### src/rtl/fpnew_pkg.sv
// Shared FPU types: IEEE status flags, result-merger retire modes and index-width helper.
package fpnew_pkg;

  typedef struct packed {
    logic NV;
    logic DZ;
    logic OF;
    logic UF;
    logic NX;
  } status_t;

  typedef enum logic {
    RR_RETIRE      = 1'b0,
    INORDER_RETIRE = 1'b1
  } merger_mode_e;

  // Index width that stays at least one bit even for a single entry.
  function automatic int unsigned lane_idx_width(input int unsigned n);
    return (n > 32'd1) ? int'($clog2(n)) : 32'd1;
  endfunction

endpackage

### src/rtl/fpnew_opgroup_result_merger_chk.sv
// Protocol checks for the result merger: legal issue lanes and stable stalled outputs.
module fpnew_opgroup_result_merger_chk #(
  parameter int unsigned NumLanes = 5,
  parameter int unsigned LaneIdxW = 3,
  parameter int unsigned Width    = 64,
  parameter bit          InOrder  = 1'b0
) (
  input logic                clk_i,
  input logic                rst_ni,
  input logic                flush_i,
  input logic                issue_valid_i,
  input logic [LaneIdxW-1:0] issue_lane_i,
  input logic                out_valid,
  input logic                out_ready,
  input logic [Width-1:0]    result,
  input logic [LaneIdxW-1:0] out_lane
);

  a_issue_lane_legal: assert property (@(posedge clk_i) disable iff (!rst_ni)
    (InOrder && issue_valid_i) |-> ({1'b0, issue_lane_i} < (LaneIdxW+1)'(NumLanes)));

  a_stall_stable: assert property (@(posedge clk_i) disable iff (!rst_ni)
    (out_valid && !out_ready && !flush_i) |=>
      (out_valid && $stable(result) && $stable(out_lane)));

endmodule

### src/rtl/fpnew_result_fifo.sv
// Small circular FIFO with synchronous flush; a push into a full FIFO is accepted only
// when the same cycle pops.
module fpnew_result_fifo
  import fpnew_pkg::*;
#(
  parameter type         DataType = logic,
  parameter int unsigned Depth    = 2
) (
  input  logic    clk_i,
  input  logic    rst_ni,
  input  logic    flush_i,
  input  logic    push_i,
  input  DataType data_i,
  input  logic    pop_i,
  output DataType data_o,
  output logic    full_o,
  output logic    empty_o
);

  localparam int unsigned PtrW = lane_idx_width(Depth);
  localparam int unsigned CntW = $clog2(Depth + 1);

  DataType         mem_r [Depth];
  logic [PtrW-1:0] wptr_r, rptr_r;
  logic [CntW-1:0] cnt_r;
  logic            do_push_s, do_pop_s;

  function automatic logic [PtrW-1:0] next_ptr(input logic [PtrW-1:0] p);
    return (p == PtrW'(Depth - 1)) ? {PtrW{1'b0}} : p + PtrW'(1);
  endfunction

  assign full_o    = (cnt_r == CntW'(Depth));
  assign empty_o   = (cnt_r == {CntW{1'b0}});
  assign do_pop_s  = pop_i && !empty_o;
  assign do_push_s = push_i && (!full_o || do_pop_s);
  assign data_o    = mem_r[rptr_r];

  // Pointer and occupancy bookkeeping.
  always_ff @(posedge clk_i or negedge rst_ni) begin
    if (!rst_ni) begin
      wptr_r <= {PtrW{1'b0}};
      rptr_r <= {PtrW{1'b0}};
      cnt_r  <= {CntW{1'b0}};
    end else if (flush_i) begin
      wptr_r <= {PtrW{1'b0}};
      rptr_r <= {PtrW{1'b0}};
      cnt_r  <= {CntW{1'b0}};
    end else begin
      if (do_push_s) wptr_r <= next_ptr(wptr_r);
      if (do_pop_s)  rptr_r <= next_ptr(rptr_r);
      case ({do_push_s, do_pop_s})
        2'b10:   cnt_r <= cnt_r + CntW'(1);
        2'b01:   cnt_r <= cnt_r - CntW'(1);
        default: cnt_r <= cnt_r;
      endcase
    end
  end

  // Payload storage; contents are don't-care while the slot is empty.
  always_ff @(posedge clk_i) begin
    if (do_push_s && !flush_i) mem_r[wptr_r] <= data_i;
  end

endmodule

### src/rtl/fpnew_opgroup_result_merger.sv
// Merges per-slice FP results into one stream, retiring round-robin or in issue order.
module fpnew_opgroup_result_merger
  import fpnew_pkg::*;
#(
  parameter int unsigned NumLanes   = 5,
  parameter int unsigned Width      = 64,
  parameter int unsigned FifoDepth  = 2,
  parameter bit          InOrder    = 1'b0,
  parameter int unsigned OrderDepth = 8,
  parameter type         TagType    = logic,
  localparam int unsigned LaneIdxW  = lane_idx_width(NumLanes)
) (
  input  logic                               clk_i,
  input  logic                               rst_ni,
  input  logic [NumLanes-1:0]                lane_valid_i,
  output logic [NumLanes-1:0]                lane_ready_o,
  input  logic [NumLanes-1:0][Width-1:0]     lane_result_i,
  input  status_t [NumLanes-1:0]             lane_status_i,
  input  logic [NumLanes-1:0]                lane_ext_bit_i,
  input  TagType [NumLanes-1:0]              lane_tag_i,
  input  logic                               issue_valid_i,
  input  logic [LaneIdxW-1:0]                issue_lane_i,
  output logic                               issue_ready_o,
  input  logic                               flush_i,
  output logic                               out_valid_o,
  input  logic                               out_ready_i,
  output logic [Width-1:0]                   result_o,
  output status_t                            status_o,
  output logic                               extension_bit_o,
  output TagType                             tag_o,
  output logic [LaneIdxW-1:0]                out_lane_o,
  output logic                               busy_o
);

  localparam merger_mode_e Mode = InOrder ? INORDER_RETIRE : RR_RETIRE;

  typedef struct packed {
    logic [Width-1:0] result;
    status_t          status;
    logic             ext_bit;
    TagType           tag;
  } lane_entry_t;

  lane_entry_t         lane_head_s [NumLanes];
  lane_entry_t         sel_entry_s;
  logic [NumLanes-1:0] lane_full_s, lane_empty_s, lane_pop_s;
  logic                order_empty_s, order_full_s;
  logic [LaneIdxW-1:0] order_head_s;
  logic [LaneIdxW-1:0] rr_ptr_r, lock_lane_r, rr_lane_s, grant_s;
  logic                lock_r, out_valid_s, hs_s;

  for (genvar i = 0; i < NumLanes; i++) begin : g_lane
    lane_entry_t din_s;
    assign din_s.result  = lane_result_i[i];
    assign din_s.status  = lane_status_i[i];
    assign din_s.ext_bit = lane_ext_bit_i[i];
    assign din_s.tag     = lane_tag_i[i];
    assign lane_pop_s[i] = hs_s && (grant_s == LaneIdxW'(i));

    fpnew_result_fifo #(.DataType(lane_entry_t), .Depth(FifoDepth)) u_fifo (
      .clk_i   (clk_i),
      .rst_ni  (rst_ni),
      .flush_i (flush_i),
      .push_i  (lane_valid_i[i] && !lane_full_s[i]),
      .data_i  (din_s),
      .pop_i   (lane_pop_s[i]),
      .data_o  (lane_head_s[i]),
      .full_o  (lane_full_s[i]),
      .empty_o (lane_empty_s[i])
    );
  end

  if (Mode == INORDER_RETIRE) begin : g_order
    // A full order FIFO still takes an issue in a cycle that retires its head.
    assign issue_ready_o = !order_full_s || hs_s;

    fpnew_result_fifo #(.DataType(logic [LaneIdxW-1:0]), .Depth(OrderDepth)) u_order_fifo (
      .clk_i   (clk_i),
      .rst_ni  (rst_ni),
      .flush_i (flush_i),
      .push_i  (issue_valid_i && issue_ready_o),
      .data_i  (issue_lane_i),
      .pop_i   (hs_s),
      .data_o  (order_head_s),
      .full_o  (order_full_s),
      .empty_o (order_empty_s)
    );
  end else begin : g_no_order
    assign issue_ready_o = 1'b1;
    assign order_head_s  = {LaneIdxW{1'b0}};
    assign order_full_s  = 1'b0;
    assign order_empty_s = 1'b1;
  end

  // Round-robin pick: first non-empty lane at or after the pointer, with wrap-around.
  always_comb begin
    logic [LaneIdxW:0] sum;
    logic              hit;
    logic              found;
    sum       = {(LaneIdxW+1){1'b0}};
    hit       = 1'b0;
    found     = 1'b0;
    rr_lane_s = {LaneIdxW{1'b0}};
    for (int k = 0; k < int'(NumLanes); k++) begin
      sum       = {1'b0, rr_ptr_r} + (LaneIdxW+1)'(k);
      sum       = (sum >= (LaneIdxW+1)'(NumLanes)) ? sum - (LaneIdxW+1)'(NumLanes) : sum;
      hit       = !found && !lane_empty_s[sum[LaneIdxW-1:0]];
      rr_lane_s = hit ? sum[LaneIdxW-1:0] : rr_lane_s;
      found     = found | hit;
    end
  end

  // Grant and valid; a stalled round-robin grant stays locked until it retires.
  always_comb begin
    grant_s     = {LaneIdxW{1'b0}};
    out_valid_s = 1'b0;
    if (Mode == INORDER_RETIRE) begin
      grant_s     = order_head_s;
      out_valid_s = !order_empty_s && ({1'b0, order_head_s} < (LaneIdxW+1)'(NumLanes)) &&
                    !lane_empty_s[order_head_s];
    end else begin
      grant_s     = lock_r ? lock_lane_r : rr_lane_s;
      out_valid_s = !(&lane_empty_s);
    end
  end

  // Round-robin pointer and stall lock.
  always_ff @(posedge clk_i or negedge rst_ni) begin
    if (!rst_ni) begin
      rr_ptr_r    <= {LaneIdxW{1'b0}};
      lock_r      <= 1'b0;
      lock_lane_r <= {LaneIdxW{1'b0}};
    end else if (flush_i) begin
      rr_ptr_r    <= {LaneIdxW{1'b0}};
      lock_r      <= 1'b0;
      lock_lane_r <= {LaneIdxW{1'b0}};
    end else begin
      lock_r      <= out_valid_s && !out_ready_i;
      lock_lane_r <= grant_s;
      if (hs_s) begin
        rr_ptr_r <= (grant_s == LaneIdxW'(NumLanes - 1)) ? {LaneIdxW{1'b0}} : grant_s + LaneIdxW'(1);
      end
    end
  end

  assign hs_s            = out_valid_s && out_ready_i;
  assign sel_entry_s     = lane_head_s[grant_s];
  assign lane_ready_o    = ~lane_full_s;
  assign out_valid_o     = out_valid_s;
  assign result_o        = sel_entry_s.result;
  assign status_o        = sel_entry_s.status;
  assign extension_bit_o = sel_entry_s.ext_bit;
  assign tag_o           = sel_entry_s.tag;
  assign out_lane_o      = grant_s;
  assign busy_o          = !(&lane_empty_s) || ((Mode == INORDER_RETIRE) && !order_empty_s);

  fpnew_opgroup_result_merger_chk #(
    .NumLanes(NumLanes), .LaneIdxW(LaneIdxW), .Width(Width), .InOrder(InOrder)
  ) u_chk (
    .clk_i         (clk_i),
    .rst_ni        (rst_ni),
    .flush_i       (flush_i),
    .issue_valid_i (issue_valid_i),
    .issue_lane_i  (issue_lane_i),
    .out_valid     (out_valid_s),
    .out_ready     (out_ready_i),
    .result        (result_o),
    .out_lane      (out_lane_o)
  );

endmodule

### config.mk
export PLATFORM = sky130hd
export DESIGN_NAME = fpnew_opgroup_result_merger
export DESIGN_NICKNAME = d
export VERILOG_FILES = /design/src/rtl/fpnew_pkg.sv /design/src/rtl/fpnew_opgroup_result_merger_chk.sv /design/src/rtl/fpnew_result_fifo.sv /design/src/rtl/fpnew_opgroup_result_merger.sv
export SDC_FILE = /design/constraint.sdc
export NUM_CORES = 1
export LEC_CHECK = 0
export ABC_CLOCK_PERIOD_IN_PS = 6770
export BUFFER_PORTS_ARGS = -buffer_cell sky130_fd_sc_hd__buf_2
export CAP_MARGIN = 20
export CORE_UTILIZATION = 42
export DETAILED_ROUTE_END_ITERATION = 7
export PLACE_DENSITY = 0.69
export SLEW_MARGIN = 20
export SYNTH_ARGS = -nofsm -noshare
export SYNTH_HDL_FRONTEND = slang
export SYNTH_SLANG_ARGS = --single-unit
### constraint.sdc
create_clock -name clk_i -period 6.77 [get_ports clk_i]
set_input_delay 0.3385 -clock clk_i [delete_from_list [all_inputs] [get_ports clk_i]]
set_output_delay 0.3385 -clock clk_i [all_outputs]
set_load 0.02 [all_outputs]
==> flow_summary_export.csv, run 1 <==
group,metric,value,unit
status,outcome,"completed",
global_routing,grt_overflow,0,
place,dp.cells,3194,
worst_setup_path,critical-path-slowest-cell,"a211o_4",
die,num_rows,98,
cts,insertion_delay,630,ps
pwr,p_total,21.68,mW
timing,setup_viol,0,
worst_setup_path,crit_path_max_incr_delay,690,ps
pwr,vdd_drop_max,740.8,µV
drt,vias_per_cell,5.677,
place,gp_congestion,0.8186,
drt,wire_per_inst,25.33,µm
cts,clock_path_buffers,3,
pwr,powerDensity,538.8,nW/µm²
cts,post_cts_buffers,0,
flow_run,cap_violations,0,
pwr,p_leak,14.38,nW
layout,nNetsFinal,3058,
worst_setup_path,cp.buffers_inverters,5,
layout,area_growth,30.51,%
global_routing,first_global_vias,22070,
timing,layout_min_cycle_time,6310,ps
cts,holdBufCountCts,357,
worst_setup_path,worst_path_most_repeated_cell,"ha_1",
timing,timing.setup.tns,0,ps
synthesis,yosysTopAreaCell,"edfxtp_1",
worst_setup_path,crit_required,6430,ps
place,port-buffer-count,444,
synthesis,synth_area_leaders,"edfxtp_1, mux2i_1, dfrtp_1",
drt,num_vias,21020,
worst_setup_path,end_kind,"output port",
drt,drc,0,
synthesis,synth_area,30830,µm²
die,die_h,272.9,µm
worst_setup_path,crit_type,"reg2out",
die,die_w,272.9,µm
die,coreArea,72100,µm²
timing,holdWs,69.39,ps
drt,first_pass_iters,5,
drt,finalWirelength,93810,µm
cts,cts_tree,"done",
synthesis,yosysWarnings,0,
cts,h-tree-depth,3,
global_routing,grt_antenna_before_repair,23,
worst_setup_path,critPathLaunchType,"flip-flop",
global_routing,grt_first_pass_wirelength,135500,µm
min_path,hp-class,"in2reg",
worst_setup_path,cp_top_family,"compound AO/OA/AOI/OAI gates",
timing,finalCritPeriodShare,93.21,%
global_routing,grt_max_degree,84,
cts,cts.repair.resized,0,
die,initial_core_util,42.76,%
synthesis,avgSynthCellArea,16.35,µm²
synthesis,synthTopCellsByCount,"edfxtp_1, mux2i_1, clkbuf_1",
drt,final_antenna_net_count,0,
drt,drt_iter0_drc,1662,
die,top_level_ports,450,
layout,finalNonFillerCells,3703,
synthesis,synth.distinct_cells,81,
die,die_area,74490,µm²
synthesis,synth_edf_count,710,
timing,final-max-slew-violation-count,0,
place,place_area,34150,µm²
cts,cts_sinks,737,
synthesis,synth_top_cell_area_share,69.16,%
worst_setup_path,worstPathCellList,"inv_1, ha_1, ha_1, o22a_1, a311oi_1, o31ai_1, buf_4, a2111oi_2, a31oi_1, o31a_4, inv_2, a211o_4, buf_12, a211oi_1, a211o_1, buf_2",
timing,finalClockSkew,43.54,ps
synthesis,syn_inst,1886,
worst_setup_path,worst_ep_arrival_time,5970,ps
synthesis,synthFlopType,"edfxtp_1",
layout,layout-drive-gt1-share,23.36,%
layout,final_area,40230,µm²
synthesis,yosys.cell_count.top_type,"edfxtp_1",
timing,rsz0062_at_grt,"no",
global_routing,grt_usage,24.66,%
timing,max_freq,0.1585,GHz
cts,clk_pin_slew_worst_paths,60,ps
cts,cts_made_buffers,78,
timing,tightestPinTransition,1111,ps
timing,slew_headroom,25.95,%
synthesis,ys_seq_area_share,71.35,%
synthesis,async_flop_share,3.664,%
worst_setup_path,path_max_fanout,57,
synthesis,yosys_register_bits,737,
timing,finalHoldViolations,0,
place,dp_hpwl,56160,µm
cts,clock-root-buffer,"clkbuf_16",
synthesis,synthesis.nets,2263,
layer usage:
metal  part of all wire [%]  global-route usage [%]  up-vias
met1                     39                   30.60    10630
met4                    2.7                   8.989       18
met2                     50                   41.97     1010
met5                   0.11                       0        -
met3                    7.8                   5.729      193
li1                       -                       -     9174
worst reg2reg max path: stages (launching register included):
cell	delay [ps]
dfrtp_1	630
inv_1	290
ha_1	420
a21oi_4	300
mux2i_1	360
mux2_2	400
o22ai_2	320
mux2i_1	150
a211oi_2	370
a211o_4	240
nand2_4	80
inv_4	530
buf_4	260
and2_1	130
ha_1	250
nand2_1	110
and3b_1	190
a311oi_1	260
nor2_1	80
flip-flops by register name, summed over array words and instances (netlist names):
register and count:
g_lane.u_fifo.mem_r 710, lock_r 1, lock_lane_r 3, g_lane.u_fifo.wptr_r 5, rr_ptr_r 3, g_lane.u_fifo.rptr_r 5
g_lane.u_fifo.cnt_r 10
where the power goes:
part | total (mW) | internal (mW) | leakage (nW) | switching [mW]
combinational | 11.8 | 3.97 | 6.32 | 7.82
clock | 4.17 | 2.37 | 1.20 | 1.79
sequential | 5.73 | 5.42 | 6.86 | 0.307
stage by stage:
step           worst slack (ps)  util (%)
2_1_floorplan             3.594         -
3_3_place_gp               1206     47.36
3_5_place_dp               1226     47.36
4_1_cts                   509.5     55.76
5_1_grt                   130.3     55.79
6_report                  459.6     55.80
path summary, 6_finish.rpt:
kind | start | endpoint | slack [ps] | depth (start not counted)
setup / recovery | rr_ptr_r[1] | result_o[57] | 460 | 16
setup reg to reg | rr_ptr_r[1] | g_lane[3].u_fifo.cnt_r[0] | 1240 | 18
hold reg to reg | g_lane[3].u_fifo.wptr_r | g_lane[3].u_fifo.wptr_r | 580 | 2
hold / removal | lane_valid_i[4] | g_lane[4].u_fifo.cnt_r[0] | 70 | 3
max in group asynchronous | rst_ni | g_lane[4].u_fifo.rptr_r | 5880 | 2
min in group asynchronous | rst_ni | g_lane[2].u_fifo.wptr_r | 330 | 2
layout make-up:
type                       instances  area [µm²]
fill                            5594       31860
sequential                       737       22010
multi-input combinational       1002        8268
timing repair buffer             847        6191
clock buffer                     101        2069
tap                              950        1189
clock inverter                    38       411.6
inverter                          15       58.81
antenna                           13       32.53
cell families (layout without fill, tap and decap cells):
family | count (synthesis) | in the layout | synth area share, %
flops | 737 | 737 | 71.35
mux | 364 | 364 | 11.92
compound gates | 324 | 324 | 8.584
simple gates | 292 | 292 | 5.183
buf+inv | 147 | 1001 | 2.224
xor+xnor | 12 | 12 | 0.3409
fa+ha+maj | 9 | 9 | 0.3896
other cells | 1 | 14 | 0.01216
layout by cell type (no fill, tap or decap), types with 15 or more instances in the layout:
| cell | synthesis | routed |
|---|---|---|
| clkbuf_1 | 90 | 21 |
| nor2b_1 | 78 | 78 |
| a211oi_1 | 74 | 74 |
| dfrtp_1 | 27 | 22 |
| clkbuf_16 | 0 | 79 |
| edfxtp_1 | 710 | 710 |
| nor2_1 | 33 | 32 |
| o21ai_0 | 15 | 15 |
| buf_4 | 7 | 42 |
| a211o_1 | 77 | 75 |
| buf_2 | 20 | 444 |
| a21oi_1 | 17 | 16 |
| nor3_1 | 82 | 77 |
| nand2_1 | 30 | 29 |
| mux2i_1 | 358 | 358 |
| dlygate4sd3_1 | 0 | 357 |
| a221oi_1 | 70 | 70 |
Note: power is estimated with default switching activity, not from simulation.
==> run 2: changes to the inputs <==
Settings changed: MAX_ROUTING_LAYER set to met4.
==> flow_summary_export.csv, run 2 (synthesis results as in run 1) <==
group,metric,value,unit
layout,largest_reg_flops,710,
timing,layout_min_cycle_time,6282,ps
die,die_h,272.9,µm
die,initial_core_util,42.76,%
global_routing,grt_usage,25.56,%
min_path,hp-class,"in2reg",
layout,reg_top3,"g_lane.u_fifo.mem_r: 710 flops, g_lane.u_fifo.cnt_r: 10 flops",
pwr,powerDensity,535.0,nW/µm²
cts,cts_tree,"done",
die,top_level_ports,450,
layout,top_register,"g_lane.u_fifo.mem_r",
pwr,vdd_drop_max,896.6,µV
cts,clock-root-buffer,"clkbuf_16",
place,port-buffer-count,444,
layout,area_growth,30.47,%
timing,setup_viol,0,
cts,post_cts_buffers,0,
status,outcome,"completed",
drt,wire_per_inst,25.10,µm
place,dp_hpwl,56770,µm
cts,cts_sinks,737,
layout,layout-drive-gt1-share,23.44,%
worst_setup_path,r2r_cells,18,
global_routing,first_global_vias,22180,
cts,h-tree-depth,3,
worst_setup_path,path_max_fanout,32,
timing,rsz0062_at_grt,"no",
layout,nNetsFinal,3058,
layout,finalNonFillerCells,3719,
cts,cts_made_buffers,78,
worst_setup_path,critPathLaunchType,"flip-flop",
layout,mostFrequentLayoutCell,"edfxtp_1",
worst_setup_path,end_kind,"output port",
pwr,p_leak,14.37,nW
timing,slew_headroom,28.14,%
place,place_area,34160,µm²
worst_setup_path,crit_required,6430,ps
timing,timing.setup.tns,0,ps
drt,drc,0,
drt,drt_iter0_drc,2002,
timing,finalHoldViolations,0,
global_routing,grt_antenna_before_repair,24,
timing,final-max-slew-violation-count,0,
cts,insertion_delay,630,ps
die,num_rows,98,
layout,final_area,40220,µm²
global_routing,grt_first_pass_wirelength,136400,µm
worst_setup_path,crit_type,"reg2out",
worst_setup_path,worst_ep_arrival_time,5940,ps
global_routing,grt_overflow,0,
drt,num_vias,20850,
timing,setup_ws,487.9,ps
timing,finalClockSkew,35.61,ps
die,die_w,272.9,µm
cts,cts.repair.resized,0,
min_path,min_path_cells,2,
cts,clk_pin_slew_worst_paths,60,ps
drt,vias_per_cell,5.605,
timing,finalCritPeriodShare,92.79,%
timing,tightestPinTransition,1078,ps
cts,clock_path_buffers,3,
place,gp_congestion,0.8468,
drt,final_antenna_net_count,0,
layout,most-common-layout-cells,"edfxtp_1, buf_2, mux2i_1",
drt,first_pass_iters,5,
timing,max_freq,0.1592,GHz
layout,fillers,5651,
place,post-place-ws,1131,ps
die,die_area,74490,µm²
drt,finalWirelength,93350,µm
die,coreArea,72100,µm²
place,dp.cells,3195,
flow_run,cap_violations,0,
global_routing,grt_max_degree,74,
timing,holdWs,56.54,ps
run 2: cell count changes in the layout (fill, tap and decap cells not counted), sizes merged, moves of 2 or more:
cell    delta
diode     +13
clkbuf     -2
clkinv     +8
bufinv     -4
run 2: cell type report:
cell class / instances / area, µm² / area share, %
Clock buffer: 99 / 2147 / 5.338
Inverter: 15 / 58.81 / 0.1462
Antenna cell: 26 / 65.06 / 0.1618
Timing Repair Buffer: 847 / 6188 / 15.39
Multi-Input combinational cell: 1002 / 8268 / 20.56
Tap cell: 950 / 1189 / 2.955
Sequential cell: 737 / 22010 / 54.73
Clock inverter: 43 / 291.5 / 0.7248
run 2: path summary, 6_finish.rpt:
kind                                          from                        end  slack, ps
max                                    rr_ptr_r[1]               result_o[33]        490
min                                    out_ready_i                     lock_r         60
max reg2reg                            rr_ptr_r[1]  g_lane[3].u_fifo.cnt_r[0]       1150
min reg2reg                g_lane[3].u_fifo.wptr_r    g_lane[3].u_fifo.wptr_r        600
max in group asynchronous                   rst_ni    g_lane[3].u_fifo.rptr_r       5920
min in group asynchronous                   rst_ni    g_lane[3].u_fifo.wptr_r        330
run 2: critical path: stages, from the launching register on:
cell,delay (ps)
dfrtp_1,640
inv_1,280
ha_1,290
ha_1,420
and2_1,250
o2111a_1,240
o32ai_2,550
mux2_2,400
nor2_1,80
o21ai_1,110
a211o_4,490
nand2_4,150
inv_4,210
buf_4,270
a211oi_1,570
a211o_1,190
buf_2,160
run 2: layer usage:
| metal | vias to the layer above | routed length [µm] | GRT usage, % |
|---|---|---|---|
| met5 | - | 0 | - |
| met4 | 0 | 2284 | 8.412 |
| met3 | 157 | 7014 | 5.500 |
| met2 | 930 | 46500 | 41.63 |
| met1 | 10560 | 37550 | 31.66 |
| li1 | 9201 | - | - |
run 2: report_power, final:
| group | switching, mW | internal [mW] | total (mW) |
|---|---|---|---|
| logic | 7.78 | 3.95 | 11.7 |
| clock network | 1.78 | 2.29 | 4.07 |
| registers | 0.300 | 5.42 | 5.72 |
run 2: repair_timing:
item / in CTS / in global routing
hold buffers: 356 / 0
setup endpoints to repair: 0 / 0
hold endpoints to repair: 737 / 0
run 2: metrics by stage:
step | utilization (%) | total power [mW]
floorplan | - | 13.12
global placement | 47.37 | 17.14
detailed placement | 47.37 | 17.22
CTS | 55.70 | 21.46
global route | 55.77 | 22.37
finish | 55.79 | 21.52
==> run 3: changes to the inputs <==
Settings changed: CELL_PAD_IN_SITES_DETAIL_PLACEMENT set to 0, CELL_PAD_IN_SITES_GLOBAL_PLACEMENT set to 1, PLACE_DENSITY 0.69 to 0.79.
==> flow_summary_export.csv, run 3 (synthesis results as in run 1) <==
group,metric,value,unit
status,outcome,"completed",
worst_setup_path,critical-path-slowest-cell,"a211o_4",
die,initial_core_util,42.76,%
worst_setup_path,crit_type,"reg2out",
layout,finalNonFillerCells,3720,
timing,setup_viol,0,
layout,top_register,"g_lane.u_fifo.mem_r",
min_path,hp-class,"in2reg",
layout,post-route-util,55.90,%
place,post-place-ws,1089,ps
drt,first_pass_iters,5,
layout,final_area,40300,µm²
worst_setup_path,crit_required,6430,ps
layout,seq_area,22010,µm²
global_routing,grt_overflow,0,
layout,mostFrequentLayoutCell,"edfxtp_1",
die,die_w,272.9,µm
layout,nNetsFinal,3055,
timing,tightestPinTransition,1093,ps
timing,finalClockSkew,42.35,ps
drt,final_antenna_net_count,0,
timing,rsz0062_at_grt,"no",
layout,reg_top3,"g_lane.u_fifo.mem_r: 710 flops, g_lane.u_fifo.cnt_r: 10 flops",
pwr,powerDensity,534.4,nW/µm²
timing,max_freq,0.1574,GHz
layout,fillers,5631,
cts,cts_sinks,737,
cts,clock_path_buffers,3,
timing,holdWs,64.08,ps
worst_setup_path,critPathLaunchType,"flip-flop",
worst_setup_path,path_max_fanout,71,
global_routing,first_global_vias,21730,
timing,timing.setup.tns,0,ps
layout,most-common-layout-cells,"edfxtp_1, buf_2, mux2i_1, dlygate4sd3_1, nor2b_1",
drt,wire_per_inst,25.05,µm
cts,h-tree-depth,3,
drt,vias_per_cell,5.579,
place,port-buffer-count,444,
layout,multiInputGateArea,8268,µm²
flow_run,cap_violations,0,
cts,clk_pin_slew_worst_paths,70,ps
place,gp_congestion,0.8170,
drt,drc,0,
worst_setup_path,worst_ep_arrival_time,6010,ps
cts,cts_made_buffers,77,
layout,largest_reg_flops,710,
timing,slew_headroom,27.10,%
layout,area_growth,30.74,%
die,coreArea,72100,µm²
drt,finalWirelength,93180,µm
drt,drt_iter0_drc,1660,
cts,cts.repair.resized,0,
place,dp_hpwl,56150,µm
place,dp.cells,3191,
timing,final-max-slew-violation-count,0,
worst_setup_path,end_kind,"output port",
pwr,vdd_drop_max,735.2,µV
die,num_rows,98,
pwr,p_total,21.54,mW
cts,cts_tree,"done",
timing,layout_min_cycle_time,6353,ps
global_routing,grt_antenna_before_repair,26,
global_routing,grt_usage,25.42,%
worst_setup_path,crit_path_max_incr_delay,800,ps
global_routing,grt_first_pass_wirelength,135100,µm
place,place_area,34190,µm²
global_routing,grt_max_degree,97,
timing,finalCritPeriodShare,93.84,%
worst_setup_path,worstPathCellList,"inv_1, ha_1, inv_2, a31oi_1, a21o_1, mux2i_1, a2111oi_2, a31oi_1, o31a_4, inv_2, a211o_4, a211oi_1, buf_4, a211o_1, buf_2",
cts,post_cts_buffers,0,
pwr,p_leak,14.38,nW
drt,num_vias,20750,
die,top_level_ports,450,
die,die_h,272.9,µm
layout,layout-drive-gt1-share,23.21,%
cts,clock-root-buffer,"clkbuf_16",
timing,setup_ws,416.7,ps
timing,finalHoldViolations,0,
die,die_area,74490,µm²
cts,insertion_delay,640,ps
run 3: cell count changes in the layout (fill, tap and decap cells not counted), moves of 2 or more:
cell	delta
bufinv_16	+4
buf_16	+3
buf_4	-7
clkinv_2	-3
diode_2	+4
clkinv_8	+3
clkbuf_16	-6
dlygate4sd3_1	+2
run 3: worst paths after layout:
check	startpoint	end	slack [ps]	cells after the start
setup / recovery	rr_ptr_r[1]	tag_o	420	15
hold / removal	lane_valid_i[1]	g_lane[1].u_fifo.cnt_r[1]	60	3
setup reg to reg	rr_ptr_r[0]	g_lane[3].u_fifo.cnt_r[0]	1470	19
hold reg to reg	g_lane[2].u_fifo.wptr_r	g_lane[2].u_fifo.wptr_r	590	2
max in group asynchronous	rst_ni	g_lane[3].u_fifo.rptr_r	5880	2
min in group asynchronous	rst_ni	g_lane[1].u_fifo.cnt_r[0]	350	2
run 3: routing by layer:
| metal | up-vias | track usage, % | part of all wire, % | routed length, µm |
|---|---|---|---|---|
| met1 | 10430 | 30.67 | 40 | 36990 |
| met5 | - | - | 0 | 0 |
| met2 | 910 | 41.50 | 50 | 46250 |
| met3 | 186 | 5.808 | 7.4 | 6933 |
| met4 | 0 | 9.639 | 3.2 | 3004 |
| li1 | 9225 | - | - | - |
run 3: area by class of cell:
cell class	instances	share of cell area (%)
Clock buffer	93	4.930
Tap cell	950	2.949
Timing Repair Buffer	845	15.48
Antenna cell	30	0.1863
Inverter	15	0.1459
Multi-Input combinational cell	1002	20.51
Sequential cell	737	54.62
Clock inverter	48	1.177
run 3: report_power, final:
group	internal (mW)	switching, mW	total (mW)	leakage [nW]
clock network	2.31	1.80	4.11	1.18
logic	3.99	7.72	11.7	6.34
registers	5.42	0.304	5.72	6.86
run 3: critical path, delay by kind of cell, from the launching register on:
family	cells	cell delay, ps
compound gates	8	3140
buf+inv	5	960
flops	1	570
fa+ha+maj	1	550
mux	1	140
run 3: timing repair:
item	4_1_cts	5_1_grt
setup endpoints to repair	0	0
hold buffers	358	0
hold endpoints to repair	739	0
